$ cat src/rtl/signal_conditioner_pkg.sv
// ----------------------------------------------------------------------------
// signal_conditioner_pkg: register map, field positions and reset values. Rev 1.0
// ----------------------------------------------------------------------------
`default_nettype none

package signal_conditioner_pkg;

  localparam logic [31:0] SC_BASE_ADDR_DEFAULT = 32'h0000_0300;

  typedef enum logic [1:0] {
    REG_CTRL     = 2'd0,
    REG_DIV      = 2'd1,
    REG_EDGE_CNT = 2'd2,
    REG_CLEAR    = 2'd3
  } reg_off_e;

  localparam int CTRL_EN_BIT   = 0;
  localparam int CTRL_FILT_LSB = 4;
  localparam int FILT_W        = 4;
  localparam int DIV_W         = 16;

  localparam logic [DIV_W-1:0] DIV_RESET = 16'd1;

  // A divider of zero behaves as a divider of one.
  function automatic logic [DIV_W-1:0] eff_div(input logic [DIV_W-1:0] div);
    return (div == '0) ? 16'd1 : div;
  endfunction

endpackage

`default_nettype wire

$ cat src/rtl/sig_glitch_filter.sv
// ----------------------------------------------------------------------------
// sig_glitch_filter: 2-flop synchroniser plus run-length glitch filter. Rev 1.0
// ----------------------------------------------------------------------------
`default_nettype none

module sig_glitch_filter
  import signal_conditioner_pkg::*;
(
  input  logic              clk_i,
  input  logic              rst_i,
  input  logic              raw,
  input  logic [FILT_W-1:0] filt_len,
  output logic              level
);

  logic              sync1;
  logic              sync2;
  logic [FILT_W-1:0] run_cnt;

  // level follows sync2 only after filt_len+1 consecutive disagreeing samples;
  // >= keeps the filter sane if filt_len is lowered mid-run.
  always_ff @(posedge clk_i) begin
    if (rst_i) begin
      sync1   <= 1'b0;
      sync2   <= 1'b0;
      level   <= 1'b0;
      run_cnt <= '0;
    end else begin
      sync1 <= raw;
      sync2 <= sync1;
      if (sync2 == level) begin
        run_cnt <= '0;
      end else if (run_cnt >= filt_len) begin
        level   <= sync2;
        run_cnt <= '0;
      end else begin
        run_cnt <= run_cnt + 1'b1;
      end
    end
  end

endmodule

`default_nettype wire

$ cat src/rtl/signal_conditioner.sv
// ----------------------------------------------------------------------------
// signal_conditioner: Wishbone-controlled edge counter and prescaler. Rev 1.0
// ----------------------------------------------------------------------------
`default_nettype none

module signal_conditioner
  import signal_conditioner_pkg::*;
#(
  parameter logic [31:0] BASE_ADDR = SC_BASE_ADDR_DEFAULT
) (
  input  logic        clk_i,
  input  logic        rst_i,
  input  logic [31:0] addr_i,
  input  logic [31:0] dat_i,
  output logic [31:0] dat_o,
  input  logic        we_i,
  input  logic [3:0]  sel_i,
  input  logic        cyc_i,
  input  logic        stb_i,
  input  logic        lock_i,
  output logic        ack_o,
  output logic        err_o,
  output logic        rty_o,
  input  logic        tagn_i,
  input  logic        tagn_o,
  input  logic        signal_raw,
  output logic        signal_out,
  output logic        edge_pulse_o
);

  logic              ctrl_en;
  logic [FILT_W-1:0] filt_len;
  logic [DIV_W-1:0]  div;
  logic [31:0]       edge_cnt;
  logic [31:0]       edge_cnt_nxt;
  logic [DIV_W-1:0]  presc_cnt;
  logic [DIV_W-1:0]  presc_nxt;
  logic              out_q;
  logic              out_nxt;
  logic              level;
  logic              level_q;
  logic              ack_q;
  logic [31:0]       dat_q;
  logic [31:0]       rdata;
  reg_off_e          off;
  logic              hit;
  logic              access;
  logic              wr_ctrl;
  logic              wr_div;
  logic              wr_clear;

  sig_glitch_filter u_filter (
    .clk_i    (clk_i),
    .rst_i    (rst_i),
    .raw      (signal_raw),
    .filt_len (filt_len),
    .level    (level)
  );

  assign off      = reg_off_e'(addr_i[3:2]);
  assign hit      = cyc_i & stb_i & (addr_i[31:4] == BASE_ADDR[31:4]);
  // One access per ack: a held strobe gets a fresh access only after the ack cycle.
  assign access   = hit & ~ack_q;
  assign wr_ctrl  = access & we_i & (off == REG_CTRL);
  assign wr_div   = access & we_i & (off == REG_DIV);
  assign wr_clear = access & we_i & (off == REG_CLEAR);

  assign edge_pulse_o = level & ~level_q & ctrl_en;
  assign signal_out   = out_q & ctrl_en;
  assign ack_o        = ack_q;
  assign dat_o        = dat_q;
  assign err_o        = 1'b0;
  assign rty_o        = 1'b0;

  always_comb begin
    edge_cnt_nxt = edge_cnt;
    presc_nxt    = presc_cnt;
    out_nxt      = out_q;
    if (edge_pulse_o) begin
      edge_cnt_nxt = edge_cnt + 32'd1;
      if (presc_cnt == eff_div(div) - 16'd1) begin
        presc_nxt = '0;
        out_nxt   = ~out_q;
      end else begin
        presc_nxt = presc_cnt + 16'd1;
      end
    end
    if (wr_div) begin
      presc_nxt = '0;
      out_nxt   = out_q;
    end
    // Clear beats a coincident edge.
    if (wr_clear) begin
      edge_cnt_nxt = '0;
      presc_nxt    = '0;
      out_nxt      = out_q;
    end
    if (!ctrl_en) begin
      out_nxt = 1'b0;
    end
  end

  always_comb begin
    rdata = '0;
    case (off)
      REG_CTRL: begin
        rdata[CTRL_EN_BIT]               = ctrl_en;
        rdata[CTRL_FILT_LSB +: FILT_W]   = filt_len;
      end
      REG_DIV:      rdata[DIV_W-1:0] = div;
      REG_EDGE_CNT: rdata            = edge_cnt;
      default:      rdata            = '0;
    endcase
  end

  always_ff @(posedge clk_i) begin
    if (rst_i) begin
      ctrl_en   <= 1'b0;
      filt_len  <= '0;
      div       <= DIV_RESET;
      edge_cnt  <= '0;
      presc_cnt <= '0;
      out_q     <= 1'b0;
      level_q   <= 1'b0;
      ack_q     <= 1'b0;
      dat_q     <= '0;
    end else begin
      ack_q     <= access;
      dat_q     <= (access & ~we_i) ? rdata : 32'd0;
      level_q   <= level;
      edge_cnt  <= edge_cnt_nxt;
      presc_cnt <= presc_nxt;
      out_q     <= out_nxt;
      if (wr_ctrl && sel_i[0]) begin
        ctrl_en  <= dat_i[CTRL_EN_BIT];
        filt_len <= dat_i[CTRL_FILT_LSB +: FILT_W];
      end
      if (wr_div && sel_i[0]) begin
        div[7:0] <= dat_i[7:0];
      end
      if (wr_div && sel_i[1]) begin
        div[15:8] <= dat_i[15:8];
      end
    end
  end

  logic unused_ok;
  assign unused_ok = &{1'b0, lock_i, tagn_i, tagn_o, addr_i[1:0], dat_i[31:16],
                       dat_i[3:1], sel_i[3:2]};

endmodule

`default_nettype wire

$ cat config.mk
export PLATFORM = sky130hd
export DESIGN_NAME = signal_conditioner
export DESIGN_NICKNAME = d
export VERILOG_FILES = /design/src/rtl/signal_conditioner_pkg.sv /design/src/rtl/sig_glitch_filter.sv /design/src/rtl/signal_conditioner.sv
export SDC_FILE = /design/constraint.sdc
export NUM_CORES = 1
export LEC_CHECK = 0
export CORE_MARGIN = 4
export CORE_UTILIZATION = 40
export CTS_BUF_LIST = sky130_fd_sc_hd__clkbuf_4 sky130_fd_sc_hd__clkbuf_8
export DETAILED_ROUTE_END_ITERATION = 8
export DONT_BUFFER_PORTS = 1
export PLACE_DENSITY = 0.58
export SYNTH_ARGS = -nofsm -noshare
export SYNTH_HDL_FRONTEND = slang
export SYNTH_SLANG_ARGS = --single-unit
$ cat constraint.sdc
create_clock -name clk_i -period 4.3 [get_ports clk_i]
set_clock_uncertainty 0.1 [all_clocks]
set_input_delay 0.645 -clock clk_i [delete_from_list [all_inputs] [get_ports clk_i]]
set_output_delay 0.645 -clock clk_i [all_outputs]
set_load 0.1 [all_outputs]
Word-level counts from Yosys, hierarchy flattened:

Cells that the tools add are included.

* flip-flop bits (word level): 111
* input bits: 77
* output and inout bits: 37
* logic and storage cells: 66

* $add $sub $neg: 4
* order comparisons: 1
* eq/ne operators: 6
* muxes and demuxes: 6
* bitwise logic cells: 21
* reduce and logical (&&, ||, !) cells: 13

Operator list (number)
* adder 32 x 1 -> 32 bit, second input constant: 1
* 2-to-1 mux 16 bit: 2
* == test 28 x 6 -> 1 bit, second input constant: 1
* adder 16 x 1 -> 16 bit, second input constant: 1
* == test 16 bit: 1
* logical NOT 16 bit: 1
* case mux 8 bit (2 select lines): 1
* subtractor 16 x 1 -> 16 bit, second input constant: 1
* case mux 4 bit (3 select lines): 1
* bitwise AND 1 bit: 11
* inverter 1 bit: 10
* OR reduction 3 bit: 3
* case mux 3 bit (2 select lines): 1
* OR reduction 2 bit: 3
* adder 4 x 1 -> 4 bit, second input constant: 1
* == test 2 bit, second input constant: 2
* >= comparator 4 bit: 1
* AND reduction 4 bit: 1
* logical AND 1 bit: 3
* case mux 1 bit (3 select lines): 1
* == test 2 x 1 -> 1 bit, second input constant: 1
* logical NOT 2 bit: 1
* AND reduction 2 bit: 1
* == test 1 bit: 1

Logic depth before layout (Yosys ltp):

* depth after elaboration: 7
* mapped depth: 14
* depth with buffers taken out: 12

By module:

From an unflattened synthesis, not the netlist that was laid out.

* cell total of the unflattened synthesis: 538
* area, all modules: 4916.0 um^2

By module, submodules not included
* signal_conditioner: times used 1, cells each 502, area an instance 4548.1 um^2, sequential area each 2082.0 um^2
* sig_glitch_filter: times used 1, cells each 36, area an instance 367.9 um^2, sequential area each 140.1 um^2

Worst setup path after synthesis:

No wires, ideal clock.

* kind: reg2reg
* start: register div[2]
* end: register presc_cnt[10]
* setup time: 0.117 ns
* arrival time: 2.765 ns
* required time: 4.083 ns
* setup slack: 1.318 ns
* cell stages (with the launch flop): 15
* buffers on the path: 2
* period minus slack after synthesis: 2.982 ns
* cells stage by stage: dfxtp_1 buf_6 nor4_4 and2_4 a21oi_2 ha_1 xor2_1 xnor2_1 o2111ai_1 nor3_1 nor4b_2 nand3_2 o21bai_1 buf_2 nor2_1

* longest elaborated chain between the ends: 5

RTL lines
* from (decl): line signal_conditioner.sv:33 `logic [DIV_W-1:0] div;`
* from (signal assigned): line signal_conditioner.sv:139 `div[7:0] <= dat_i[7:0];`
* logical NOT 16 bit: line signal_conditioner_pkg.sv:26 `return (div == '0) ? 16'd1 : div;`
* 2-to-1 mux 16 bit *: line signal_conditioner_pkg.sv:26
* subtractor 16 x 1 -> 16 bit *: line signal_conditioner.sv:81 `if (presc_cnt == eff_div(div) - 16'd1) begin`
* == test 16 bit *: line signal_conditioner.sv:81
* 2-to-1 mux 16 bit *: line signal_conditioner.sv:81
* to (signal assigned): line signal_conditioner.sv:132 `presc_cnt <= presc_nxt;`
* to (decl): line signal_conditioner.sv:36 `logic [DIV_W-1:0] presc_cnt;`

Every way passes the cells marked *; elsewhere a longest branch is shown, timed or not.
A chain may end at the register's enable or synchronous reset.

Worst setup path after layout:

* start: register div[2]
* end: register out_q

* longest elaborated chain between the ends: 5

RTL lines
* logical NOT 16 bit: line signal_conditioner_pkg.sv:26
* 2-to-1 mux 16 bit *: line signal_conditioner_pkg.sv:26
* subtractor 16 x 1 -> 16 bit *: line signal_conditioner.sv:81
* == test 16 bit *: line signal_conditioner.sv:81
* AND reduction 4 bit (no line) *
* to (signal assigned): line signal_conditioner.sv:133 `out_q <= out_nxt;`
* to (decl): line signal_conditioner.sv:38 `logic out_q;`

Marked as above.

==> results.txt <==
The library cell contributing the largest single delay on the critical path was dfxtp_1. At the pin with the least slew margin, the transition time is 1.02 ns. The initialized floorplan defines 40 standard-cell rows. Port buffering added 0 buffers. Setup repair after global routing left no endpoint under its margin. The number of warnings printed during yosys synthesis was 0; the final-report setup violation count was 0. The logs give 15.8% for the global-route total usage across every layer and 44.2% for the share of synthesized area occupied by flip-flops and latches.

TritonCTS created 9 clock buffers. The mapped netlist covers 5020 um2. The floorplan step set the die height to 120 um.

Counting buffers and inverters, the worst setup path is 12 cells deep. The final layout contains 634 nets. The area growth from synthesis to layout is 7.05%. Counting along the longest clock path gives a buffer depth of 2.

Max-cap violations in this run came to 0. For this run, the detailed router's first-pass iteration total came to 5. The count of nets left with antenna violations once routing finished came out at 0.

The signal on the critical path passes through nor4_4 > and2_4 > a21oi_2 > ha_1 > nor3b_1 > xnor2_1 > o22ai_1 > nor3_1 > nor4b_2 > nand3_2 > or4_1 > a21oi_1. Global routing used 3.35% of the available met3 tracks. Post-CTS timing repair inserted 0 buffers for setup. From left edge to right edge, the die measures 120 um. The cell chosen for the clock root is clkbuf_8. The post-CTS clock slew at the launch and capture registers of the worst setup and hold paths is 0.11 ns, and the total wire length after detailed routing is 11200 um. The type of the worst setup path was register to register. The slack of the worst reg-to-reg path was 0.91 ns; the power per unit of standard cell area was 331 nW/um2.

After filler insertion, the fill cell instance count of the layout stands at 1175. STA classifies the critical path endpoint as a register. The finished layout holds 717 standard cells, fillers aside. The tools report the relative slew slack as 31.9%.

The total placed cells including tap cells is 701, and the half-perimeter wire length after placement is 8240 um. The routed layout has 3756 vias. STA puts the critical path data arrival time at 3.62 ns.

The tools report the start point of the worst min-delay path as rst_i. The synthesis-stage register bit count was 111. Dividing the detail-routed wire length by the instance count gives 15.6 um.

The cell area after placement was 5140 um2. The total overflow left after global routing is 0. In the synthesized netlist the async set-or-reset flop fraction comes to 0%. The post-cts sizing count is 0. Across the VDD grid, the largest voltage drop is 193 uV.

After layout, the worst path uses 78.8% of the clock period. For the iteration-0 DRC count of the detailed router, the log shows 152. Routability-driven placement finished with a final weighted congestion of 0.886. The worst register-to-register path begins at div[2]$_SDFFE_PP0P_.

0 antenna diodes ended up in the layout. The post-route cell area is 5380 um2, and the clock sink count is 111. The final sum of negative setup slack is 0 ns, and the final worst hold slack is 0.218 ns. Layer carrying the most global-route usage: met2. Area of the core region: 12200 um2. Synthesis instantiated 56 different standard cells from the library. Counting flops with a built-in enable in the synthesized netlist gives 0. The total I/O pin count came out at 114.

The floorplan step defined a die boundary enclosing 14400 um2. At the later pin of the worst-skew pair, clock insertion delay measures 0.39 ns. The run gives 2.06 nW as the static leakage power. The initial antenna violation count came out at 0.

Dividing the detail-routed via count by the number of cells gives 5.24. Counting I/O delays and the setup requirement, the final critical path takes 3.39 ns. The largest single stage delay on the critical path is 0.58 ns.

The tools report the count of endpoints failing hold in the final timing report as 0. The tools report the global-route wire length before repair as 18300 um. Cells with a size suffix above 1 make up 6.01% of the layout. The number of max-slew violations in the final report is 0, and the maximum level of the CTS H-tree is 3. The tools report the worst setup path startpoint as div[2]$_SDFFE_PP0P_. The critical path contains buffers and inverters numbering 0 combined. The met2 layer usage reported by global route came out at 25.5%. The initial core utilization is 41.3%. Following the worst setup path forward leads to its endpoint at out_q$_SDFFE_PP0P_. Of all nets on the critical path, the largest fanout is 7. The run gives 20.1% as the met1 track demand over resource.

Among all flip-flop cells after synthesis, the most frequent one is dfxtp_1. The number of global-route vias before repair was 3543. The tools report the category of the worst setup path launch point as a register. The capture point of the worst reg-to-reg path was out_q$_SDFFE_PP0P_. After detailed routing, the number of remaining DRC violations is 0.

Data on the critical path is required at its endpoint by 4.53 ns. The logs give 295 MHz for the achievable clock frequency and 44.2% for the final standard cell utilization of the core. A synthesized cell averages 9.05 um2. The hold buffer count at cts was 0; the cell count of the worst reg-to-reg path was 12. The flow ran to the end, and the final reports show no timing, DRC or antenna violations.

The cell count after synthesis was 555. In this design, the largest share of critical-path delay is due to simple AND/OR/NAND/NOR gates. The type of the tightest min-delay check was primary input to register. For the maximum number of pins on one net before global-route repair, the log shows 33. TritonCTS built the clock tree.
-- cell type report --
class / count / area, um2 / share of cell area [%]
multi-input cells: 403 / 2630 / 48.9
flip-flops and latches: 111 / 2220 / 41.3
well taps: 168 / 210 / 3.91
clock buffers: 11 / 145 / 2.70
clock inverters: 5 / 86.3 / 1.61
inverters: 16 / 60.1 / 1.12
repair buffers: 3 / 22.5 / 0.419
-- placed cells by master (no fill, tap or decap), drive strengths merged, types with 2 or more instances in the layout --
cell type,n
dfxtp,111
nor2,93
xor2,35
nand2,31
and3,30
xnor2,29
mux2i,24
nand3,24
inv,18
a21oi,14
nand4,13
ha,13
a22oi,12
clkbuf,11
nor3,9
nor4,9
nor2b,8
o21ai,6
a222oi,5
or3,5
or2,4
and2,4
nand2b,3
a21o,3
and4,3
nor3b,3
buf,3
a311oi,2
o21bai,2
conb,2
bufinv,2
nor4b,2
-- worst reg2reg max path, delay by kind of cell, from the launching register on --
family | cells | cell delay, ns
simple gates | 7 | 1.76
flops | 1 | 0.58
xor+xnor | 1 | 0.18
compound gates | 3 | 0.42
fa+ha+maj | 1 | 0.29
-- sequential cells by signal (all words and copies together), names as in the netlist --
signal / flops
level_q: 1
u_filter.level: 1
filt_len: 4
ctrl_en: 1
u_filter.sync1: 1
u_filter.run_cnt: 4
div: 16
dat_o: 32
ack_o: 1
u_filter.sync2: 1
out_q: 1
presc_cnt: 16
edge_cnt: 32
-- cell families (layout without fill, tap and decap cells) --
logic type / after synthesis / count (layout) / synth area share [%]
compound gates: 55 / 55 / 7.87
xor+xnor: 64 / 64 / 11.2
fa+ha+maj: 13 / 13 / 3.24
buf+inv: 42 / 35 / 3.59
flops: 111 / 111 / 44.2
mux: 25 / 25 / 5.01
other cells: 1 / 2 / 0.0747
simple gates: 244 / 244 / 24.8
-- metal layers --
| metal | vias to the layer above | routed length, um |
|---|---|---|
| met5 | - | 0 |
| met4 | 0 | 262 |
| met3 | 17 | 649 |
| met2 | 92 | 5270 |
| met1 | 1766 | 4990 |
| li1 | 1881 | - |
-- metrics by stage --
stage          power, mW  setup slack (ns)
6_report            1.78             0.912
5_1_grt             1.84             0.670
4_1_cts             1.80             0.956
3_5_place_dp        1.09             0.982
3_3_place_gp        1.08              1.02
2_1_floorplan       1.09              1.32
-- power breakdown --
| group | switching, mW | internal, mW |
|---|---|---|
| logic | 0.0242 | 0.00765 |
| clock network | 0.360 | 0.356 |
| registers | 0.000683 | 1.03 |
| total | 0.385 | 1.39 |
-- cell usage after synthesis, drive strengths merged (2+ instances only) --
| cell | instances | area [um2] |
|---|---|---|
| a21o | 3 | 22.5 |
| a21oi | 14 | 73.8 |
| a222oi | 5 | 50.1 |
| a22oi | 12 | 90.1 |
| a311oi | 2 | 17.5 |
| and2 | 4 | 27.5 |
| and3 | 30 | 188 |
| and4 | 3 | 26.3 |
| buf | 9 | 55.0 |
| clkbuf | 17 | 65.1 |
| dfxtp | 111 | 2220 |
| ha | 13 | 163 |
| inv | 16 | 60.1 |
| mux2i | 24 | 240 |
| nand2 | 31 | 116 |
| nand2b | 3 | 18.8 |
| nand3 | 24 | 125 |
| nand4 | 13 | 81.3 |
| nor2 | 93 | 349 |
| nor2b | 8 | 50.1 |
| nor3 | 9 | 50.1 |
| nor3b | 3 | 22.5 |
| nor4 | 9 | 86.3 |
| nor4b | 2 | 23.8 |
| o21ai | 6 | 30.0 |
| o21bai | 2 | 15.0 |
| or2 | 4 | 25.0 |
| or3 | 5 | 31.3 |
| xnor2 | 29 | 254 |
| xor2 | 35 | 307 |
-- how the worst min path moves through the flow --
stage / to / slack (ns) / cells after the start
floorplan: u_filter.sync2$_SDFF_PP0_ / 0.31 / 1
finish: u_filter.sync1$_SDFF_PP0_ / 0.22 / 1
detailed placement: u_filter.sync2$_SDFF_PP0_ / 0.34 / 1
CTS: level_q$_SDFF_PP0_ / 0.18 / 1
global placement: u_filter.sync2$_SDFF_PP0_ / 0.33 / 1
global route: div[3]$_SDFFE_PP0P_ / 0.18 / 1
(Power assumes the default switching activity.)
